File: config.mk
export PLATFORM = sky130hd
export DESIGN_NAME = hilo_muldiv_unit
export DESIGN_NICKNAME = d
export VERILOG_FILES = /design/src/rtl/hilo_muldiv_unit.sv
export SDC_FILE = /design/constraint.sdc
export NUM_CORES = 1
export LEC_CHECK = 0
export ABC_CLOCK_PERIOD_IN_PS = 20000
export CORE_ASPECT_RATIO = 0.9
export CORE_MARGIN = 8
export CORE_UTILIZATION = 50
export DETAILED_ROUTE_END_ITERATION = 8
export PLACE_DENSITY = 0.7
export SLEW_MARGIN = 20
export SYNTH_ARGS = -nofsm -noshare
export SYNTH_HDL_FRONTEND = slang
export SYNTH_SLANG_ARGS = --single-unit
File: constraint.sdc
create_clock -name Clk -period 20 [get_ports Clk]
set_input_delay 4 -clock Clk [delete_from_list [all_inputs] [get_ports Clk]]
set_output_delay 4 -clock Clk [all_outputs]
set_load 0.03 [all_outputs]
File: src/rtl/hilo_muldiv_unit.sv
// Iterative MULT/MULTU/DIV/DIVU engine producing the Hi/Lo write-back pair.
// One bit per cycle: shift-add multiply, restoring divide, sign fix-up at the end.
module hilo_muldiv_unit #(
    parameter int WIDTH = 32,
    parameter int CNT_W = 6
) (
    input  logic             Clk,
    input  logic             Reset,
    input  logic             Start,
    input  logic [1:0]       Op,
    input  logic [WIDTH-1:0] A,
    input  logic [WIDTH-1:0] B,
    input  logic             Abort,
    output logic             Busy,
    output logic             HiLoWrite,
    output logic [WIDTH-1:0] newHi,
    output logic [WIDTH-1:0] newLo,
    output logic             DivByZero
);

    typedef enum logic [1:0] {
        S_IDLE,
        S_RUN,
        S_DONE
    } state_t;

    localparam logic [CNT_W-1:0] LAST = CNT_W'(WIDTH - 1);

    state_t             r_state;
    logic [CNT_W-1:0]   r_cnt;
    logic               r_div;
    logic               r_sa;
    logic               r_sb;
    logic [WIDTH-1:0]   r_a;
    logic [WIDTH-1:0]   r_b;
    logic [WIDTH-1:0]   r_a_orig;
    logic [2*WIDTH-1:0] r_acc;
    logic               r_busy;
    logic               r_hlw;
    logic               r_dbz;
    logic [WIDTH-1:0]   r_hi;
    logic [WIDTH-1:0]   r_lo;

    logic               w_neg_a;
    logic               w_neg_b;
    logic [WIDTH-1:0]   w_abs_a;
    logic [WIDTH-1:0]   w_abs_b;
    logic [WIDTH:0]     w_mul_sum;
    logic [2*WIDTH-1:0] w_mul_next;
    logic [WIDTH:0]     w_div_part;
    logic [WIDTH:0]     w_div_trial;
    logic               w_div_ok;
    logic [WIDTH-1:0]   w_div_rem;
    logic [2*WIDTH-1:0] w_div_next;
    logic [2*WIDTH-1:0] w_prod_c;
    logic [WIDTH-1:0]   w_quot_c;
    logic [WIDTH-1:0]   w_rem_c;
    logic               w_bz;

    // Op[0] set means unsigned: operands are taken raw.
    assign w_neg_a = ~Op[0] & A[WIDTH-1];
    assign w_neg_b = ~Op[0] & B[WIDTH-1];
    assign w_abs_a = w_neg_a ? -A : A;
    assign w_abs_b = w_neg_b ? -B : B;

    // Multiplier sits in the low half and is consumed from bit 0.
    assign w_mul_sum  = {1'b0, r_acc[2*WIDTH-1:WIDTH]}
                      + (r_acc[0] ? {1'b0, r_a} : '0);
    assign w_mul_next = {w_mul_sum, r_acc[WIDTH-1:1]};

    // Partial remainder needs one guard bit after the left shift.
    assign w_div_part  = r_acc[2*WIDTH-1:WIDTH-1];
    assign w_div_trial = w_div_part - {1'b0, r_b};
    assign w_div_ok    = ~w_div_trial[WIDTH];
    assign w_div_rem   = w_div_ok ? w_div_trial[WIDTH-1:0]
                                  : w_div_part[WIDTH-1:0];
    assign w_div_next  = {w_div_rem, r_acc[WIDTH-2:0], w_div_ok};

    assign w_prod_c = (r_sa ^ r_sb) ? -r_acc : r_acc;
    assign w_quot_c = (r_sa ^ r_sb) ? -r_acc[WIDTH-1:0]
                                    : r_acc[WIDTH-1:0];
    assign w_rem_c  = r_sa ? -r_acc[2*WIDTH-1:WIDTH]
                           : r_acc[2*WIDTH-1:WIDTH];
    assign w_bz     = (r_b == '0);

    always_ff @(posedge Clk or posedge Reset) begin
        if (Reset) begin
            r_state  <= S_IDLE;
            r_cnt    <= '0;
            r_div    <= 1'b0;
            r_sa     <= 1'b0;
            r_sb     <= 1'b0;
            r_a      <= '0;
            r_b      <= '0;
            r_a_orig <= '0;
            r_acc    <= '0;
            r_busy   <= 1'b0;
            r_hlw    <= 1'b0;
            r_dbz    <= 1'b0;
            r_hi     <= '0;
            r_lo     <= '0;
        end else begin
            r_hlw <= 1'b0;
            r_dbz <= 1'b0;
            unique case (r_state)
                S_IDLE: begin
                    r_busy <= 1'b0;
                    if (Start && !Abort) begin
                        r_div    <= Op[1];
                        r_sa     <= w_neg_a;
                        r_sb     <= w_neg_b;
                        r_a      <= w_abs_a;
                        r_b      <= w_abs_b;
                        r_a_orig <= A;
                        r_acc    <= Op[1] ? {{WIDTH{1'b0}}, w_abs_a}
                                          : {{WIDTH{1'b0}}, w_abs_b};
                        r_cnt    <= '0;
                        r_state  <= S_RUN;
                    end
                end
                S_RUN: begin
                    if (Abort) begin
                        r_busy  <= 1'b0;
                        r_state <= S_IDLE;
                    end else begin
                        r_busy <= 1'b1;
                        r_acc  <= r_div ? w_div_next : w_mul_next;
                        r_cnt  <= r_cnt + 1'b1;
                        if (r_cnt == LAST) begin
                            r_state <= S_DONE;
                        end
                    end
                end
                S_DONE: begin
                    r_state <= S_IDLE;
                    if (Abort) begin
                        r_busy <= 1'b0;
                    end else begin
                        r_busy <= 1'b1;
                        r_hlw  <= 1'b1;
                        if (!r_div) begin
                            r_hi <= w_prod_c[2*WIDTH-1:WIDTH];
                            r_lo <= w_prod_c[WIDTH-1:0];
                        end else if (w_bz) begin
                            r_hi  <= r_a_orig;
                            r_lo  <= '1;
                            r_dbz <= 1'b1;
                        end else begin
                            r_hi <= w_rem_c;
                            r_lo <= w_quot_c;
                        end
                    end
                end
                default: begin
                    r_busy  <= 1'b0;
                    r_state <= S_IDLE;
                end
            endcase
        end
    end

    assign Busy      = r_busy;
    assign HiLoWrite = r_hlw;
    assign DivByZero = r_dbz;
    assign newHi     = r_hi;
    assign newLo     = r_lo;

endmodule

# Word level (Yosys, flattened, before mapping)
# Cells that the tools add are included.
# Widths: inputs -> output; s select.
[classes] eq_ne=6 n_mux=30 n_addsub=8 reduce_logical=10 bitwise_logic=6
[ops] operator="$mux 32" count=11
[ops] operator="$mux 64" count=4
[ops] operator="$neg 32->32" count=4
[ops] operator="$pmux 64 s2" count=1
[ops] operator="$neg 64->64" count=1
[ops] operator="$add 32x32->33" count=1
[ops] operator="$sub 33x32->33" count=1
[ops] operator="$logic_not 32->1" count=1
[ops] operator="$mux 6" count=2
[ops] operator="$pmux 6 s2" count=1
[ops] operator="$mux 1" count=7
[ops] operator="$add 6x1->6 const B" count=1
[ops] operator="$eq 6x5->1 const B" count=1
[ops] operator="$mux 2" count=3
[ops] operator="$reduce_and 2->1" count=3
[ops] operator="$ne 2x2->1 const B" count=2
[ops] operator="$pmux 2 s2" count=1
[ops] operator="$ne 3x3->1 const B" count=1
[ops] operator="$not 1->1" count=3
[ops] operator="$reduce_and 3->1" count=1
[ops] operator="$and 1x1->1" count=2
[ops] operator="$eq 2x1->1 const B" count=1
[ops] operator="$eq 2x2->1 const B" count=1
[ops] operator="$logic_not 2->1" count=1
[ops] operator="5 further kinds" count=5
[word_totals] out_inout_bits=67 word_cells=74 in_bits=70 register_bits=238

# Logic depth before layout (Yosys ltp)
[logic_depth] depth_word=6 ltp_mapped=15

# Worst setup path before layout
# No wires, ideal clock.
[synth_path] kind="input port to flip-flop" startpoint="input port A[9]" endpoint="register r_acc[21]" arrival_ps=6342 path_buffers=0 setup_time_ps=77 required_ps=19923 setup_slack_ps=13580 cell_stages=9 path_cell_list="or4_1 > or4_1 > or3b_2 > nor2_1 > a21oi_1 > xnor2_1 > a211oi_1 > a21oi_1 > a21oi_1"
[synth_via] elab_chain_cells=5
[synth_rtl] element="start, declared" line="11" rtl="input logic [WIDTH-1:0] A,"
[synth_rtl] element="$neg 32->32" line="63" rtl="assign w_abs_a = w_neg_a ? -A : A;"
[synth_rtl] element="$mux 32" line="63"
[synth_rtl] element="$mux 32" line="115" rtl="r_acc <= Op[1] ? {{WIDTH{1'b0}}, w_abs_a}"
[synth_rtl] element="$mux 64" line="108" rtl="if (Start && !Abort) begin"
[synth_rtl] element="$pmux 64 s2" line="105" rtl="unique case (r_state)"
[synth_rtl] element="end signal, assigned" line="115"
[synth_rtl] element="end signal, assigned" line="127" rtl="r_acc <= r_div ? w_div_next : w_mul_next;"
[synth_rtl] element="end, declared" line="37" rtl="logic [2*WIDTH-1:0] r_acc;"
# Every way passes these cells. The select of a mux whose other input is x is not followed.
# A chain may end at the register's enable or synchronous reset.

# Worst setup path after layout
[layout_path] startpoint="input port A[7]" endpoint="register r_acc[19]"
# Same word-level chain as after synthesis.

==> results.md <==
* Clock Tree Root: clkbuf_16
* Net count after synthesis at approximately 2,400
* Number of antenna violations at the first check in global routing at 1
* Worst hold path type: reg2reg
* Count of flip-flops with a built-in enable after synthesis at 0
* PortBufs at 136
* Sum of negative setup slack at 0 ns
* Number of core rows at 65
* Count of nets after finishing at between 2,000 and 2,500
* Maximum level of the CTS H-tree at 1
* X dimension of the die at 214 um
* Hold Violations, Final at 0
* Minimum clock period after layout at 6.77 ns
* Total I/O pin count at 137
* Detailed-route vias per instance at ~6.4
* Antenna viol nets, final at 0
* Leak pwr at 0.00861 uW
* Post-synthesis to final-layout area growth at 14.6%
* Netlist area before placement at 17,600 sq um
* Vias post-DR at 17,700
* Actual slew at the worst max-slew pin at approximately 1.2 ns
* Portion of the clock cycle consumed by the worst path in the final layout at 0.338
* Portion of the post-synthesis area used by sequential elements at 0.336
* Synth Area per Inst at 7.93 sq um
* Setup Skew at around 0.035 ns
* CP max FO at 5
* F_max at ~0.15 GHz
* Most common flop cell mapped by yosys: dfrtp_1
* Number of antenna repair diodes at 0
* DIE HEIGHT at 194 um
* Number of global-route vias before repair at 16,900
* Critical path capture point type: flip-flop
* Number of synthesized register bits at 237
* Setup Fix Bufs, Post-CTS at 0
* CTS tree: built
* Starting DRT DRC Count at 2,023
* Leftover overflow at the end of global routing at 0
* Number of max-slew violations in the final report at 0
* Required time of the critical path at slightly above 20 ns
* Worst-case clock buffer depth at 3
* Routed wirelength normalized by instance count at ~24 um
* Power density normalized to cell area at between 150 and 200 nW/um^2
* Worst slack after detailed placement at approximately 13 ns
* Class of the most critical setup path: in2reg
* Total Routed Length at approximately 65,000 um
* Total clock buffers created by CTS at 27
* Largest vdd supply drop at 109 uV
* Number of iterations in the first detailed-routing pass at 8
* Weighted congestion at the end of routability-driven global placement at 0.980
* Worst path setup slack after routing at 13.23 ns
* Post-DP HPWL at ~50,000 um
* Number of distinct library cell variants in the gate-level netlist after synthesis at 84
* First-pass GRT wire length at 101,000 um
* Startpoint types: input pin
* Clk slew on worst S/H paths at about 0.07 ns
* Area inside the core boundary at 34,900 sq um
* Die area at 41,600 sq um
* Global-route total usage across every layer at 0.304
* Insertion delay of the later-clocked pin in the worst-skew pair at between 0.5 and 0.6 ns
* Setup repair after global routing missed its margin: false
* Starting density of the core at 0.506
* Fraction of final layout cells with drive strength greater than 1 at 0.0563
* Number of instances in the synthesized netlist at between 2,000 and 2,500
* Pin count of the biggest net entering global routing at 122
* Worst Path Arrival at 7.20 ns
* Remaining design rule violation count at 0
* Status: finished, final reports clean
* Headroom to the max-slew limit at 0.227
* Setup violation total in the final timing report at 0
* Gates resized, CTS repair at 0
* Number of maximum-capacitance violations at 0
* Hold-fix buffers, CTS at 0
* Asr flop ratio synth at 1.00
* Clock sink count at around 240
* Synth warn at 0
-- synth_stat cells, types with 6 or more instances --
cell / number / area (sq um)
o31ai_1: 27 / 203
dfrtp_1: 237 / 5930
or3_1: 27 / 169
o21a_1: 13 / 97.6
a21o_1: 32 / 240
nor4_1: 25 / 156
a21boi_0: 6 / 45.0
o311ai_0: 7 / 61.3
nor2_1: 192 / 721
nor3_1: 43 / 215
o21ai_0: 213 / 1070
a221oi_1: 10 / 87.6
o21bai_1: 7 / 52.6
ha_1: 72 / 901
nand2_1: 334 / 1250
xnor2_1: 101 / 885
o21ai_1: 11 / 55.1
nand3_1: 35 / 175
a211oi_1: 29 / 218
and2_1: 36 / 225
mux2i_1: 32 / 320
mux2_2: 20 / 225
nor2b_1: 9 / 56.3
or4_1: 14 / 105
clkbuf_1: 136 / 510
or2_2: 9 / 56.3
o41ai_1: 15 / 131
xor2_1: 81 / 709
a22oi_1: 9 / 67.6
inv_1: 65 / 244
o211ai_1: 22 / 165
nand2b_1: 16 / 100
a21oi_1: 193 / 966
nand4_1: 11 / 68.8
a31oi_1: 26 / 163
-- final cells by class --
cell class              instances  area (sq um)
clock buffers                  30           697
fillers                      3244         14700
clock inverters                18           215
flip-flops and latches        237          5930
inverters                      67           259
well taps                     469           587
repair buffers                163          1580
multi-input cells            1775         10900
-- worst max-delay path, stage by stage --
cell and delay [ns]:
clkdlybuf4s50_1 0.50, or4_1 0.64, or4_1 0.50, or3b_2 0.50, nor2_1 0.22, a21oi_1 0.13, xnor2_1 0.31, a211oi_1 0.13
a21oi_1 0.18, a21oi_1 0.08
-- stage by stage --
stage                util  instance area (sq um)  instances  total power, uW  hold slack [ns]
finish              0.579                  20200       2759             3260            0.477
global route        0.579                  20200       2759             3470            0.494
CTS                 0.578                  20200       2758             3220            0.478
detailed placement  0.552                  19300       2710             2690            0.463
global placement    0.552                  19300       2710             2660            0.458
floorplan               -                  17600       2224             2120            0.438
-- registers in the layout (all words and copies together), names as in the netlist, 2 cells and up --
| name | flops |
|---|---|
| newHi | 32 |
| r_a_orig | 31 |
| newLo | 32 |
| r_b | 32 |
| r_state | 2 |
| r_acc | 64 |
| r_cnt | 6 |
| r_a | 32 |
-- cell families (layout without fill, tap and decap cells) --
group,Yosys count,after routing,share of synthesized area
adder cells (fa/ha/maj),74,74,0.0533
flip-flops,237,237,0.336
AO/OA/AOI/OAI,679,679,0.237
XOR/XNOR,182,182,0.0904
AND/OR/NAND/NOR,788,788,0.206
multiplexers,52,52,0.0309
buffers and inverters,212,278,0.0461
-- metal layers --
layer,share of wire,global-route usage
met4,0.039,0.106
met1,0.44,0.423
met5,0.00020,0
met2,0.43,0.462
met3,0.094,0.0636
-- layout by cell type (no fill, tap or decap), types with 43 or more instances in the layout --
cell type / n
nand2_1: 333
dfrtp_1: 236
nor3_1: 43
o21ai_0: 213
inv_1: 64
xnor2_1: 100
xor2_1: 80
nor2_1: 189
ha_1: 72
clkdlybuf4s50_1: 135
a21oi_1: 193
-- final timing paths --
path                                  startpoint                     to  cells past startpoint  slack [ns]
setup / recovery                            A[7]  r_acc[19]$_DFFE_PP0P_                     10       13.23
hold / removal             newHi[12]$_DFFE_PP0P_  newHi[12]$_DFFE_PP0P_                      2        0.48
setup reg to reg           r_acc[31]$_DFFE_PP0P_  r_acc[56]$_DFFE_PP0P_                     13       14.94
hold reg to reg            newHi[12]$_DFFE_PP0P_  newHi[12]$_DFFE_PP0P_                      2        0.48
max in group asynchronous                  Reset      r_div$_DFFE_PP0P_                      4       13.90
min in group asynchronous                  Reset  newHi[12]$_DFFE_PP0P_                      2        3.99
-- power by group --
part	internal (uW)	switching (uW)	total [uW]
Clock	304	219	522
Combinational	708	1120	1820
Sequential	648	261	909
Power figures use the tool's default switching activity.
